==> config.mk <==
export PLATFORM = sky130hd
export DESIGN_NAME = pipe_stage_chain
export DESIGN_NICKNAME = d
export VERILOG_FILES = /design/src/rtl/pipe_stage_chain.sv
export SDC_FILE = /design/constraint.sdc
export NUM_CORES = 1
export LEC_CHECK = 0
export ABC_AREA = 1
export CAP_MARGIN = 20
export CORE_ASPECT_RATIO = 0.5
export CORE_MARGIN = 3
export CORE_UTILIZATION = 60
export DETAILED_ROUTE_END_ITERATION = 6
export DONT_BUFFER_PORTS = 1
export PLACE_DENSITY_LB_ADDON = 0.12
export SLEW_MARGIN = 40
export SYNTH_ARGS = -nofsm -noshare
export SYNTH_HDL_FRONTEND = slang
export SYNTH_SLANG_ARGS = --single-unit
==> constraint.sdc <==
create_clock -name clk_i -period 3.95 [get_ports clk_i]
set_clock_uncertainty 0.15 [all_clocks]
set_input_delay 0.5925 -clock clk_i [delete_from_list [all_inputs] [get_ports clk_i]]
set_output_delay 0.5925 -clock clk_i [all_outputs]
set_load 0.1 [all_outputs]
==> src/rtl/pipe_stage_chain.sv <==
// Parametrised pipeline-register backbone: DEPTH valid/data stages with per-stage
// stall, flush (kills the stage and everything younger), bubble collapse and statistics.
module pipe_stage_chain #(
    parameter int WIDTH = 32,
    parameter int DEPTH = 5,
    parameter int CNT_W = 16
) (
    input  logic                         clk_i,
    input  logic                         rst_n,
    input  logic                         in_valid_i,
    input  logic [WIDTH-1:0]             in_data_i,
    output logic                         in_ready_o,
    input  logic [DEPTH-1:0]             stall_i,
    input  logic [DEPTH-1:0]             flush_i,
    output logic                         out_valid_o,
    output logic [WIDTH-1:0]             out_data_o,
    input  logic                         out_ready_i,
    output logic [DEPTH-1:0]             stage_valid_o,
    output logic [DEPTH*WIDTH-1:0]       stage_data_o,
    output logic [$clog2(DEPTH+1)-1:0]   occupancy_o,
    output logic [CNT_W-1:0]             retire_cnt_o,
    output logic [CNT_W-1:0]             kill_cnt_o
);
    localparam int OCC_W = $clog2(DEPTH+1);

    logic [DEPTH-1:0] valid_q;
    logic [WIDTH-1:0] data_q [DEPTH];
    logic [CNT_W-1:0] retire_cnt_q;
    logic [CNT_W-1:0] kill_cnt_q;

    logic [DEPTH:0]   hold;
    logic [DEPTH-1:0] kill;
    logic [DEPTH-1:0] src_valid;
    logic [WIDTH-1:0] src_data [DEPTH];
    logic             in_ready;
    logic             out_valid;
    logic             retire;
    logic [CNT_W-1:0] kill_sum;

    function automatic int unsigned popcnt(input logic [DEPTH-1:0] v);
        int unsigned n;
        n = 0;
        for (int i = 0; i < DEPTH; i++) n += int'(v[i]);
        return n;
    endfunction

    // Hold ripples from the output backwards; an empty stage never holds on back-pressure.
    always_comb begin
        hold = '0;
        kill = '0;
        hold[DEPTH] = ~out_ready_i;
        for (int s = DEPTH-1; s >= 0; s--) begin
            hold[s] = stall_i[s] | (valid_q[s] & hold[s+1]);
        end
        kill[DEPTH-1] = flush_i[DEPTH-1];
        for (int s = DEPTH-2; s >= 0; s--) begin
            kill[s] = kill[s+1] | flush_i[s];
        end
    end

    always_comb begin
        in_ready     = ~hold[0] & ~(|flush_i);
        out_valid    = valid_q[DEPTH-1] & ~stall_i[DEPTH-1] & ~flush_i[DEPTH-1];
        retire       = out_valid & out_ready_i;
        src_valid    = '0;
        src_valid[0] = in_valid_i & in_ready;
        src_data[0]  = in_data_i;
        for (int s = 1; s < DEPTH; s++) begin
            src_valid[s] = valid_q[s-1] & ~hold[s-1] & ~kill[s-1];
            src_data[s]  = data_q[s-1];
        end
        kill_sum = CNT_W'(popcnt(valid_q & kill));
    end

    // Kill beats hold; data is only overwritten when a real payload arrives.
    always_ff @(posedge clk_i or negedge rst_n) begin
        if (!rst_n) begin
            valid_q      <= '0;
            retire_cnt_q <= '0;
            kill_cnt_q   <= '0;
            for (int s = 0; s < DEPTH; s++) data_q[s] <= '0;
        end else begin
            for (int s = 0; s < DEPTH; s++) begin
                if (kill[s]) begin
                    valid_q[s] <= 1'b0;
                end else if (!hold[s]) begin
                    valid_q[s] <= src_valid[s];
                    if (src_valid[s]) data_q[s] <= src_data[s];
                end
            end
            if (retire) retire_cnt_q <= retire_cnt_q + CNT_W'(1);
            kill_cnt_q <= kill_cnt_q + kill_sum;
        end
    end

    always_comb begin
        stage_data_o = '0;
        for (int s = 0; s < DEPTH; s++) stage_data_o[s*WIDTH +: WIDTH] = data_q[s];
    end

    assign in_ready_o    = in_ready;
    assign out_valid_o   = out_valid;
    assign out_data_o    = data_q[DEPTH-1];
    assign stage_valid_o = valid_q;
    assign occupancy_o   = OCC_W'(popcnt(valid_q));
    assign retire_cnt_o  = retire_cnt_q;
    assign kill_cnt_o    = kill_cnt_q;
endmodule

Word-level counts from Yosys, hierarchy flattened
Index checks and enable logic that the tools add are counted.
{ "totals": {"ff_bits": 197, "in_bits": 46, "output_inout_bits": 234, "wordCells": 84} }
{ "classes": {"n_addsub": 10, "n_eq_ne": 5, "mux": 10, "bitwise": 41, "reduce_logical": 6} }
{ "op_table": {"columns": ["op", "n"], "rows": [
  ["$and A1 B1 Y1", 18],
  ["$add A16 B1 Y16 const B", 1],
  ["$add A16 B5 Y16", 1],
  ["$reduce_and A3 Y1", 5],
  ["$not A1 Y1", 13],
  ["$mux W1", 10],
  ["$or A1 B1 Y1", 9],
  ["$ne A2 B1 Y1 const B", 4],
  ["$add A2 B1 Y3", 2],
  ["$add A3 B1 Y3", 2],
  ["$add A4 B1 Y5", 1],
  ["$and A5 B5 Y5", 1],
  ["$reduce_or A5 Y1", 1],
  ["$add A1 B1 Y2", 2],
  ["$add A3 B1 Y4", 1],
  ["$ne A2 B2 Y1 const B", 1]
]} }

Longest topological paths before layout
{ "depth": {"depth_word": 16, "mapped_depth": 21, "depth_no_buf": 21} }

Worst setup path before layout
Ideal clock, no wire load.
{ "synth_path": {"kind": "register to register", "start": "reg valid_q[4], in the netlist stage_valid_o[4]", "end": "reg retire_cnt_q[12], in the netlist retire_cnt_o[12]", "arrival_ns": 3.646, "t_required_ns": 3.642, "setup_slack_ns": -0.005, "stages_incl_launch_ff": 9, "path_buffers": 0, "period_less_slack_ns": 3.955, "cell_sequence": "dfrtp_1 -> nand2_1 -> nor2_1 -> nand2_1 -> nor2_1 -> nand4_1 -> nor2_1 -> nand2_1 -> xnor2_1"} }
{ "synth_between": {"elab_chain_len": 3} }
{ "synth_rtl": {"columns": ["element", "line_no", "source"], "rows": [
  ["from (decl)", "26", "logic [DEPTH-1:0] valid_q;"],
  ["from (signal, indexed assignment)", "87", "valid_q[s] <= src_valid[s];"],
  ["$and A1 B1 Y1 (2 in series)", "63", "out_valid = valid_q[DEPTH-1] & ~stall_i[DEPTH-1] & ~flush_i[DEPTH-1];"],
  ["net out_valid_o", "15", "output logic out_valid_o,"],
  ["$and A1 B1 Y1", "64", "retire = out_valid & out_ready_i;"],
  ["to (signal assigned)", "91", "if (retire) retire_cnt_q <= retire_cnt_q + CNT_W'(1);"],
  ["to (decl)", "28", "logic [CNT_W-1:0] retire_cnt_q;"]
]} }
The timed path passes the listed nets, and every way through them passes these cells.
A chain may end at the register's enable or synchronous reset.

Final worst setup path
{ "layout_path": {"start": "in flush_i[4]", "end": "reg kill_cnt_q[14], in the netlist kill_cnt_o[14]"} }
{ "layout_between": {"elab_chain_len": 10} }
{ "layout_rtl": {"columns": ["element", "line_no", "source"], "rows": [
  ["from (decl)", "14", "input logic [DEPTH-1:0] flush_i,"],
  ["$or A1 B1 Y1 (4 in series)", "57", "kill[s] = kill[s+1] | flush_i[s];"],
  ["$and A5 B5 Y5 *", "72", "kill_sum = CNT_W'(popcnt(valid_q & kill));"],
  ["$add A1 B1 Y2", "43", "for (int i = 0; i < DEPTH; i++) n += int'(v[i]);"],
  ["$add A2 B1 Y3", "43", null],
  ["$add A3 B1 Y4", "43", null],
  ["$add A4 B1 Y5 *", "43", null],
  ["$add A16 B5 Y16 *", "92", "kill_cnt_q <= kill_cnt_q + kill_sum;"],
  ["to (signal assigned)", "92", null],
  ["to (decl)", "29", "logic [CNT_W-1:0] kill_cnt_q;"]
]} }
Mark *: on every way between the ends. The rest lies on a longest branch, timed or not.

==> results_dict.tcl <==
set metrics [dict create \
    power.total_uw 4454 \
    vdd_drop_max_v 0.0003684 \
    routed_via_density 5.371 \
    synth-seq-cells 197 \
    numCtsBuffers 17 \
    cap_viol_max_count 0 \
    port_buffers 0 \
    worst_pin_slew_ns 0.9088 \
    fillers 987 \
    vias 5725 \
    synthesis.nets 953 \
    die_h_um 88.67 \
    fmax_ghz 0.2772 \
    syn_avg_cell_area_um2 9.154 \
    grt_setup_unrepaired "no" \
    p_sw_uw 1362 \
    hold_class "in -> async" \
    fin_setup_tns_ns 0 \
    grt_max_degree 198 \
    cts_tree "done" \
    grtUsageTotal_pct 26.99 \
    critPathKind "in -> reg" \
    internal_power_uw 3091 \
    yosysWarnings 0 \
    path_max_fanout 3 \
    area.growth.synth_to_final_pct 12.46 \
    cp.required_ns 4.14 \
    holdWs_ns -0.2980 \
    timing.rr.end "kill_cnt_o[14]$_DFF_PN0_" \
    wirelength_um 20410 \
    drtIter0Drc 436 \
    p_per_area_nw_per_um2 482.8 \
    clkPwrFrac_pct 40.2 \
    p_leak_uw 0.004747 \
    gp_congestion 0.9096 \
    overflow 0 \
    finalSetupViolCount 0 \
    fin_crit_ns 3.607 \
    io-pin-count 280 \
    dp_hpwl_um 14800 \
    cts_root_buf "clkbuf_16" \
    cts_sinks 197 \
    ys_seq_area_share_pct 60.11 \
    p_seq_share_pct 55.9 \
    power_switching_share_pct 30.59 \
    fin_crit_sh_pct 91.32 \
    end_kind "flip-flop" \
    fin_cells 1066 \
    drc_errors 0 \
    initial_core_util_pct 63.14 \
    wl_per_cell_um 19.15 \
    clock_path_buffers 2 \
    combPwrFrac_pct 3.9 \
    antenna_cells 0 \
    ctsResizeCount 0 \
    ant_nets 0 \
    r2r_slack_ns 0.71 \
    clk_pin_slew_ns 0.08 \
    failed_checks "hold timing" \
    dp.cells 1034 \
    yosysUniqueCellTypes 27 \
    critPathLaunchType "primary input" \
    fin_nets 940 \
    hold_viol_final 197 \
    r2r-start "stage_valid_o[2]$_DFFE_PN0P_" \
    drv_slew 0 \
    syn-cell-area_um2 8202 \
    first_pass_iters 5 \
    design.die.area_um2 15190 \
    grt_antenna_before_repair 0 \
    worst_r2r_path_depth 13 \
    fp.dieW_um 171.3 \
    num_rows 29 \
    fin_util_pct 71.01 \
    status "finished with violations" \
    post_cts_buffers 0 \
    clock_latency_ns 0.43 \
    cts_max_level 4 \
    grt_pass1_wl_um 30880 \
    grt_pass1_vias 5331 \
    core_area_um2 12990 \
    maxSlewHeadroom_pct 39.41 \
    worstPathArrival_ns 3.80 \
    synthCells 896 \
    drive_gt1_share_pct 28.91 \
]
-- critical path, stage by stage --
cell     delay (ns)
nor2_2         0.13
inv_2          0.07
nor2_4         0.09
inv_2          0.06
nor2_4         0.11
inv_2          0.06
nor2_4         0.09
inv_2          0.04
nand2_1        0.05
inv_1          0.05
fa_1           0.48
fa_1           0.57
ha_1           0.19
fa_1           0.22
nand2_1        0.06
nand2_1        0.08
nand3_1        0.11
nor2_1         0.23
nand3_1        0.15
nor3_1         0.21
xor2_1         0.18
-- power by group through the flow --
stage	clock network (µW)	logic [µW]	registers, µW
final	1790	175	2490
after CTS	1810	176	2490
after global routing	1910	193	2500
after floorplan	0	73.4	2550
after global placement	0	170	2520
after detailed placement	0	175	2530
-- worst max-delay path by stage --
stage / slack [ns] / to / start
CTS: 0.33 / kill_cnt_o[14]$_DFF_PN0_ / flush_i[4]
detailed placement: -0.09 / kill_cnt_o[14]$_DFF_PN0_ / flush_i[4]
global route: 0.04 / kill_cnt_o[14]$_DFF_PN0_ / flush_i[4]
floorplan: 0.01 / kill_cnt_o[14]$_DFF_PN0_ / flush_i[4]
finish: 0.34 / kill_cnt_o[14]$_DFF_PN0_ / flush_i[4]
global placement: 0.01 / kill_cnt_o[14]$_DFF_PN0_ / flush_i[4]
-- cell families after synthesis --
logic type,Yosys count,synth area share (%)
AND/OR/NAND/NOR,458,22.81
flip-flops,197,60.11
buffers and inverters,135,7.979
AO/OA/AOI/OAI,70,4.302
XOR/XNOR,25,2.670
adder cells (fa/ha/maj),11,2.136
-- state kept, by name, indices dropped and copies added, names as in the netlist --
name,cells
kill_cnt_o,16
stage_valid_o,5
out_data_o,32
stage_data_o,128
retire_cnt_o,16
-- through the flow --
stage	area [µm²]	setup WS (ns)
2_1_floorplan	8204	0.01287
3_3_place_gp	8332	0.01186
3_5_place_dp	8584	-0.08623
4_1_cts	9209	0.3314
5_1_grt	9224	0.04182
6_report	9224	0.3427
-- metal layers --
metal  global-route usage, %  part of all wire (%)  vias up  wire length (µm)
met3                   10.04                   9.3       17              1899
met4                   6.131                   1.0        0               204
met2                   40.33                    45      218              9246
met1                   38.30                    44     2757              9062
li1                        -                     -     2733                 -
met5                       0                     0        -                 0
-- cells in the final DEF (no fill, tap or decap), types with 4 or more instances in the layout --
| cell type | n |
|---|---|
| dfrtp_4 | 32 |
| a21oi_1 | 34 |
| buf_4 | 35 |
| o21ai_0 | 35 |
| clkbuf_16 | 17 |
| nor3_1 | 4 |
| nor2_1 | 45 |
| clkinv_4 | 5 |
| nand4_1 | 9 |
| nand2_1 | 339 |
| inv_2 | 6 |
| dfrtp_1 | 21 |
| inv_1 | 62 |
| fa_1 | 5 |
| nand3_1 | 47 |
| xor2_1 | 13 |
| dfrtp_2 | 144 |
| xnor2_1 | 12 |
| ha_1 | 6 |
-- final cells by class --
class	instances	area (µm²)	area share [%]
sequential	197	5230	56.70
clock inverter	14	195.2	2.116
multi-input combinational	564	2639	28.61
clock buffer	18	429.2	4.653
inverter	68	255.2	2.767
tap	170	212.7	2.306
timing repair buffer	35	262.8	2.849
-- synth_stat cells --
master | count | share of area (%)
nor3_1 | 4 | 0.24
nor2_2 | 2 | 0.15
nor2_4 | 3 | 0.41
buf_1 | 6 | 0.27
nand2_2 | 1 | 0.076
nor4_1 | 2 | 0.15
nand2_1 | 339 | 16
xor2_1 | 13 | 1.4
o21ai_0 | 35 | 2.1
o31ai_1 | 1 | 0.092
clkbuf_1 | 13 | 0.60
a21oi_1 | 34 | 2.1
nand4_1 | 9 | 0.69
nand3_1 | 48 | 2.9
nor2_8 | 1 | 0.24
dfrtp_1 | 197 | 60
nor2_1 | 46 | 2.1
ha_1 | 6 | 0.92
fa_1 | 5 | 1.2
or2_2 | 1 | 0.076
nand3b_1 | 1 | 0.092
buf_4 | 35 | 3.2
inv_1 | 63 | 2.9
nor3_2 | 1 | 0.12
inv_2 | 5 | 0.23
buf_2 | 13 | 0.79
xnor2_1 | 12 | 1.3
Power figures use the tool's default switching activity.
